==> config.mk <==
export PLATFORM = sky130hd
export DESIGN_NAME = ram_tick_arbiter
export DESIGN_NICKNAME = d
export VERILOG_FILES = /design/src/rtl/ram_tick_arbiter.sv
export SDC_FILE = /design/constraint.sdc
export NUM_CORES = 1
export LEC_CHECK = 0
export CORE_MARGIN = 2
export CORE_UTILIZATION = 35
export DETAILED_ROUTE_END_ITERATION = 8
export MAX_ROUTING_LAYER = met4
export PLACE_DENSITY = 0.8
export SYNTH_ARGS = -nofsm -noshare
export SYNTH_HDL_FRONTEND = slang
export SYNTH_SLANG_ARGS = --single-unit
export TNS_END_PERCENT = 1
==> constraint.sdc <==
create_clock -name sysClk -period 1.51 [get_ports sysClk]
set_input_delay 0.302 -clock sysClk [delete_from_list [all_inputs] [get_ports sysClk]]
set_output_delay 0.302 -clock sysClk [all_outputs]
set_load 0.02 [all_outputs]
==> src/rtl/ram_tick_arbiter.sv <==
// Tick-paced arbiter sharing one single-port RAM between a writer and a reader.
// Optional overrun counter enabled by defining RAM_ARB_OVF_CNT_EN.
module ram_tick_arbiter #(
    parameter int unsigned ADDR_W = 18,
    parameter int unsigned DATA_W = 16,
    parameter int unsigned RD_LAT = 2
) (
    input  logic              sysClk,
    input  logic              sysRst_n,
    input  logic              initTick,
    input  logic              readTick,
    input  logic              wrReq,
    input  logic [ADDR_W-1:0] wrAddr,
    input  logic [DATA_W-1:0] wrData,
    output logic              wrGnt,
    input  logic              rdReq,
    input  logic [ADDR_W-1:0] rdAddr,
    output logic              rdGnt,
    output logic              rdValid,
    output logic [DATA_W-1:0] rdData,
    output logic [ADDR_W-1:0] ramAddr,
    output logic [DATA_W-1:0] ramDin,
    output logic              ramCe,
    output logic              ramWe,
    input  logic [DATA_W-1:0] ramDout,
    output logic              busy,
    output logic [7:0]        ovfCnt
);

    typedef enum logic [1:0] {StIdle, StWrite, StRead, StRdWait} state_e;

    // Remaining RD_WAIT cycles after the first one; unused when RD_LAT is 1.
    localparam logic [2:0] WaitInit = (RD_LAT > 1) ? 3'(RD_LAT - 2) : 3'd0;

    state_e            state_q, state_d;
    logic              wr_pend_q, wr_pend_d, rd_pend_q, rd_pend_d;
    logic              last_rd_q, last_rd_d;
    logic [2:0]        wait_cnt_q, wait_cnt_d;
    logic [ADDR_W-1:0] ram_addr_q, ram_addr_d;
    logic [DATA_W-1:0] ram_din_q, ram_din_d, rd_data_q, rd_data_d;
    logic              ram_ce_d, ram_we_d, wr_gnt_d, rd_gnt_d, rd_valid_d;
    logic              ram_ce_q, ram_we_q, wr_gnt_q, rd_gnt_q, rd_valid_q;
    logic              wr_elig, rd_elig;

    assign wr_elig = wrReq && wr_pend_q;
    assign rd_elig = rdReq && rd_pend_q;

    always_comb begin
        state_d    = state_q;
        last_rd_d  = last_rd_q;
        wait_cnt_d = wait_cnt_q;
        ram_addr_d = ram_addr_q;
        ram_din_d  = ram_din_q;
        rd_data_d  = rd_data_q;
        ram_ce_d   = 1'b0;
        ram_we_d   = 1'b0;
        wr_gnt_d   = 1'b0;
        rd_gnt_d   = 1'b0;
        rd_valid_d = 1'b0;
        unique case (state_q)
            StIdle: begin
                if (wr_elig && (!rd_elig || last_rd_q)) begin
                    state_d    = StWrite;
                    ram_ce_d   = 1'b1;
                    ram_we_d   = 1'b1;
                    wr_gnt_d   = 1'b1;
                    ram_addr_d = wrAddr;
                    ram_din_d  = wrData;
                    last_rd_d  = 1'b0;
                end else if (rd_elig) begin
                    state_d    = StRead;
                    ram_ce_d   = 1'b1;
                    rd_gnt_d   = 1'b1;
                    ram_addr_d = rdAddr;
                    last_rd_d  = 1'b1;
                end
            end
            StWrite: state_d = StIdle;
            StRead: begin
                if (RD_LAT == 1) begin
                    state_d    = StIdle;
                    rd_data_d  = ramDout;
                    rd_valid_d = 1'b1;
                end else begin
                    state_d    = StRdWait;
                    wait_cnt_d = WaitInit;
                end
            end
            StRdWait: begin
                if (wait_cnt_q == 3'd0) begin
                    state_d    = StIdle;
                    rd_data_d  = ramDout;
                    rd_valid_d = 1'b1;
                end else begin
                    wait_cnt_d = wait_cnt_q - 3'd1;
                end
            end
            default: state_d = StIdle;
        endcase
    end

    // A tick landing in the grant cycle re-arms the slot instead of being lost.
    always_comb begin
        wr_pend_d = wr_pend_q;
        rd_pend_d = rd_pend_q;
        if (initTick) wr_pend_d = 1'b1;
        else if (wr_gnt_q) wr_pend_d = 1'b0;
        if (readTick) rd_pend_d = 1'b1;
        else if (rd_gnt_q) rd_pend_d = 1'b0;
    end

    always_ff @(posedge sysClk or negedge sysRst_n) begin
        if (!sysRst_n) begin
            state_q    <= StIdle;
            wr_pend_q  <= 1'b0;
            rd_pend_q  <= 1'b0;
            last_rd_q  <= 1'b1;
            wait_cnt_q <= 3'd0;
            ram_addr_q <= '0;
            ram_din_q  <= '0;
            rd_data_q  <= '0;
            ram_ce_q   <= 1'b0;
            ram_we_q   <= 1'b0;
            wr_gnt_q   <= 1'b0;
            rd_gnt_q   <= 1'b0;
            rd_valid_q <= 1'b0;
        end else begin
            state_q    <= state_d;
            wr_pend_q  <= wr_pend_d;
            rd_pend_q  <= rd_pend_d;
            last_rd_q  <= last_rd_d;
            wait_cnt_q <= wait_cnt_d;
            ram_addr_q <= ram_addr_d;
            ram_din_q  <= ram_din_d;
            rd_data_q  <= rd_data_d;
            ram_ce_q   <= ram_ce_d;
            ram_we_q   <= ram_we_d;
            wr_gnt_q   <= wr_gnt_d;
            rd_gnt_q   <= rd_gnt_d;
            rd_valid_q <= rd_valid_d;
        end
    end

`ifdef RAM_ARB_OVF_CNT_EN
    logic [7:0] ovf_q, ovf_d;
    logic [8:0] ovf_sum;
    logic       wr_drop, rd_drop;

    always_comb begin
        wr_drop = initTick && wr_pend_q && !wr_gnt_q;
        rd_drop = readTick && rd_pend_q && !rd_gnt_q;
        ovf_sum = {1'b0, ovf_q} + 9'(wr_drop) + 9'(rd_drop);
        ovf_d   = ovf_sum[8] ? 8'hFF : ovf_sum[7:0];
    end

    always_ff @(posedge sysClk or negedge sysRst_n) begin
        if (!sysRst_n) ovf_q <= 8'd0;
        else ovf_q <= ovf_d;
    end

    assign ovfCnt = ovf_q;
`else
    assign ovfCnt = 8'd0;
`endif

    assign ramAddr = ram_addr_q;
    assign ramDin  = ram_din_q;
    assign ramCe   = ram_ce_q;
    assign ramWe   = ram_we_q;
    assign wrGnt   = wr_gnt_q;
    assign rdGnt   = rd_gnt_q;
    assign rdValid = rd_valid_q;
    assign rdData  = rd_data_q;
    assign busy    = (state_q != StIdle);

endmodule

Yosys cells after proc, flatten, opt, wreduce, memory -nomap -nowiden --
Cells that the tools add are included.
Cells by class: multiplexer cells 23, equality and inequality tests 6, add/subtract/negate cells 1, reduce and logical (&&, ||, !) cells 17
Operator list (number):
- two-way mux 18 bit | 2
- two-way mux 1 bit | 15
- AND reduction 2 bit | 5
- nonzero test 2 bit | 5
- case mux 2 bit (4 select lines) | 1
- two-way mux 2 bit | 3
- case mux 3 bit (2 select lines) | 1
- equality test 2 bit (second input constant) | 2
- inequality test 2 bit (second input constant) | 2
- logical AND 1 bit | 3
- logical NOT 3 bit | 1
- two-way mux 3 bit | 1
- inequality test 3 bit (second input constant) | 1
- subtractor 3 x 1 -> 3 bit (second input constant) | 1
- equality test 2 x 1 -> 1 bit (second input constant) | 1
- logical NOT 2 bit | 1
- logical NOT 1 bit | 1
- logical OR 1 bit | 1
Storage, ports and cells: input bits 74, flip-flop bits (word level) 62

Logic depth before layout (Yosys ltp) --
word-level depth 6, mapped depth 6, mapped depth without buffers 6

Worst setup path before layout --
Ideal clock, no wire load.
path type register -> register, start point register wait_cnt_q[0], end point register rd_data_q[0], in the netlist rdData[0], buffers on the path 1, period minus slack after synthesis 1.620 ns, path slack -0.110 ns, required time 1.385 ns, setup time 0.125 ns, cell stages (with the launch flop) 7, arrival time 1.495 ns, cells stage by stage dfrtp_1 inv_1 ha_1 ha_1 nand3_2 buf_2 mux2_2
On the way: longest elaborated chain between the ends 2
RTL lines:
- start: declaration | line 38 | logic [2:0] wait_cnt_q, wait_cnt_d;
- start signal: assignment | line 132 | wait_cnt_q <= wait_cnt_d;
- logical NOT 3 bit | line 90 | if (wait_cnt_q == 3'd0) begin
- AND reduction 2 bit (no source line)
- end signal: assignment | line 135 | rd_data_q <= rd_data_d;
- end: declaration | line 40 | logic [DATA_W-1:0] ram_din_q, ram_din_d, rd_data_q, rd_data_d;
No other way between the ends. A chain may end at the register's enable or synchronous reset.

Worst setup path in the final report --
start point register wait_cnt_q[0], end point register rd_data_q[13], in the netlist rdData[13]
The elaborated chain is that of the path after synthesis.

==> impl_metrics.env <==
export IMPL_synth_yosys_seq_area_share=0.5943
export IMPL_synthDominantCellAreaShare=0.5843
export IMPL_cp_end_kind="flop"
export IMPL_areaGrowthSynthToFinish_pct=62.12
export IMPL_r2r_setup_slack_ns=0.03
export IMPL_area_sequential_um2=1553
export IMPL_final_setup_violations=0
export IMPL_place_hpwl_um=5033
export IMPL_worst_endpoint_required_ns=1.72
export IMPL_antenna_violating_nets_post_route=0
export IMPL_synth_yosys_warnings=0
export IMPL_io_pin_count=138
export IMPL_cts_repair_timing_setup_buffer_count=0
export IMPL_worstRegToRegCells=5
export IMPL_p_leak_nw=1.876
export IMPL_chipWidth_um=90.40
export IMPL_synth_async_reset_ratio=1.000
export IMPL_fmax_mhz=677.1
export IMPL_crit_path_cell_trace="inv_1 > ha_1 > ha_2 > nand3_4 > mux2_2"
export IMPL_floorplan_die_height_um=90.40
export IMPL_fin_total_pwr_w=0.008392
export IMPL_floorplan_rows=31
export IMPL_grt_pass1_wl_um=10730
export IMPL_critical_path_reg2reg_endpoint="rdData[13]"
export IMPL_cellPowerDensity_nw_per_um2=1981
export IMPL_setup_worst_path_class="reg -> reg"
export IMPL_worstPathArrival_ns=1.68
export IMPL_maxSlewViolCount=0
export IMPL_clock_sinks=62
export IMPL_route_vias_total=2035
export IMPL_detail_route_vias_per_cell=4.689
export IMPL_fin_crit_ns=1.477
export IMPL_portBuffers=129
export IMPL_syn_area_per_cell_um2=14.05
export IMPL_synth_enable_flop_cells=0
export IMPL_crit_path_top_delay_cell="dfrtp_1"
export IMPL_root_buffer="clkbuf_8"
export IMPL_post_synth_top_area_cell="dfrtp_1"
export IMPL_synth_seq_cells=62
export IMPL_pin_count_of_the_biggest_net_entering_global_routing=27
export IMPL_route_final_wire_length_um=6557
export IMPL_rr_startpoint="wait_cnt_q[0]"
export IMPL_drc=0
export IMPL_tritoncts="done"
export IMPL_floorplan_initialDensity=0.3602
export IMPL_multiInputGateArea_um2=930.9
export IMPL_rsz0062_at_grt="yes"
export IMPL_syn_instance_count=186
export IMPL_drive_above_1_share=0.2119
export IMPL_max_vdd_ir_drop_uv=934.1
export IMPL_floorplan_core_area_um2=7253
export IMPL_clock_insertion_delay_worst_skew_ns=0.32
export IMPL_fin_nets=406
export IMPL_final_cycle_share=0.9781
export IMPL_clock_skew_final_ns=0.006738
export IMPL_max_cap_viol_count=0
export IMPL_total_overflow_reported_by_the_global_router=0
export IMPL_status="finished, final reports clean"
export IMPL_antenna_cells=0
export IMPL_yosys_cell_types=26
export IMPL_grt_pass1_vias=2217
export IMPL_worst_path_dominant_cell_family="flip-flops"
export IMPL_critical_path_startpoint="wait_cnt_q[0]"
export IMPL_grtUsageTotal=0.1714
export IMPL_worst_path_max_fanout=17
export IMPL_critical_path_max_stage_delay_ns=0.38
export IMPL_ys_flop_type="dfrtp_1"
export IMPL_mappedNetlistArea_um2=2613
export IMPL_worst_hold_path_type="in -> async"
export IMPL_worst_path_buf_inv=1
export IMPL_finalWeightedCongestion=0.7689
export IMPL_detailedPlace_worstSlack_ns=-0.2920
export IMPL_cts_root_to_sink_buffers=2
export IMPL_cts_htree_levels=3
export IMPL_layout_core_utilization=0.5839
export IMPL_clkTransAtPathRegs_ns=0.07
export IMPL_detailedRoute_firstPassIterationCount=4
export IMPL_grt_antenna_before_repair=0
export IMPL_timing_hold_violations_final=0
export IMPL_routedWlPerCell_um=15.11
export IMPL_die_footprint_um2=8171
export IMPL_tritoncts_num_buffers=9
export IMPL_timing_critical_path_from_type="flop"
export IMPL_nFillCells=653
export IMPL_synthTopCellsByArea="dfrtp_1, mux2_2, o221a_1"
export IMPL_setup_slack_ns=0.03301
export IMPL_first_iter_violations=50
metal layers:
metal	wire length, µm	vias up	track usage
met1	2698	999	0.2025
li1	-	946	-
met4	150	0	0.06923
met2	3412	77	0.2876
met3	296	13	0.03506
met5	0	-	-
cell type report:
type                       count  share of cell area
clock buffer                  13             0.03752
clock inverter                 3             0.01004
inverter                      10            0.008863
multi-input combinational    102              0.2198
sequential                    62              0.3666
tap                           99             0.02925
timing repair buffer         145              0.3279
what timing repair did:
item | CTS | global route
setup endpoints to repair | 67 | 37
pin swaps | 1 | 2
endpoints found under the hold margin | 17 | 0
hold buffers | 1 | 0
gates cloned | 0 | 0
gates resized for setup | 58 | 4
how the worst max path moves through the flow:
stage                       end  slack [ns]  depth (start not counted)
global placement     ramDin[15]       -0.25                          5
finish               rdData[13]        0.03                          5
detailed placement    ramDin[7]       -0.29                          5
global route         rdData[12]       -0.05                          5
CTS                  rdData[15]       0.001                          5
floorplan           ramAddr[10]        0.02                          5
worst register-to-register path: cells and delay by family, from the launching register on:
kind | cells | cell delay, ns
AND/OR/NAND/NOR | 1 | 0.21
adder cells (fa/ha/maj) | 2 | 0.35
buffers and inverters | 1 | 0.08
multiplexers | 1 | 0.35
flip-flops | 1 | 0.38
logic make-up (layout without fill, tap and decap cells):
| logic type | after synthesis | count (layout) | share of synthesized area |
|---|---|---|---|
| DFF | 62 | 62 | 0.5943 |
| AOI/OAI and AO/OA | 48 | 48 | 0.1700 |
| muxes | 32 | 32 | 0.1379 |
| buffers and inverters | 29 | 171 | 0.06321 |
| and+or+nand+nor | 12 | 12 | 0.02347 |
| adders and majority gates | 2 | 2 | 0.009577 |
| other | 1 | 8 | 0.001435 |
metrics by stage:
stage                     hold WS, ns  instance area, µm²  setup TNS [ns]  std cells
after floorplan              0.006409                2655               0        193
after global placement         0.2914                4094          -7.932        417
after detailed placement       0.2937                4094          -9.021        417
after CTS                      0.4823                4238               0        434
after global routing           0.5165                4235         -0.7567        434
final                          0.4794                4235               0        434
sequential cells by signal (all words and copies together), names as in the netlist:
signal,cells
rd_pend_q,1
ramCe,1
last_rd_q,1
ramDin,16
state_q,2
ramAddr,18
rdData,16
wrGnt,1
rdGnt,1
wait_cnt_q,3
wr_pend_q,1
rdValid,1
cell usage in the layout (no fill, tap or decap), drive strengths merged:
master,count
a21bo,1
a21o,2
a22o,2
a22oi,1
a311o,1
buf,17
bufinv,1
clkbuf,13
clkdlybuf4s50,72
clkinv,1
clkinvlp,1
conb,8
dfrtp,61
dfstp,1
dlygate4sd2,55
dlygate4sd3,1
ha,2
inv,10
mux2,32
nand2,8
nand2b,1
nand3,1
nor2,2
o2111ai,1
o21ai,4
o21bai,18
o221a,18
power by group:
group / internal, W / switching [W]
Sequential: 0.00245 / 0.000394
Clock: 0.000851 / 0.000601
Combinational: 0.00199 / 0.00211
Total: 0.00529 / 0.00310
Yosys cell counts (3+ instances only):
cell and n:
o221a_1 17, nand2_1 8, inv_1 9, o21bai_1 18
buf_4 10, o21ai_0 4, buf_2 3, clkbuf_1 4
mux2_2 32, dfrtp_1 61
(Power assumes the default switching activity.)
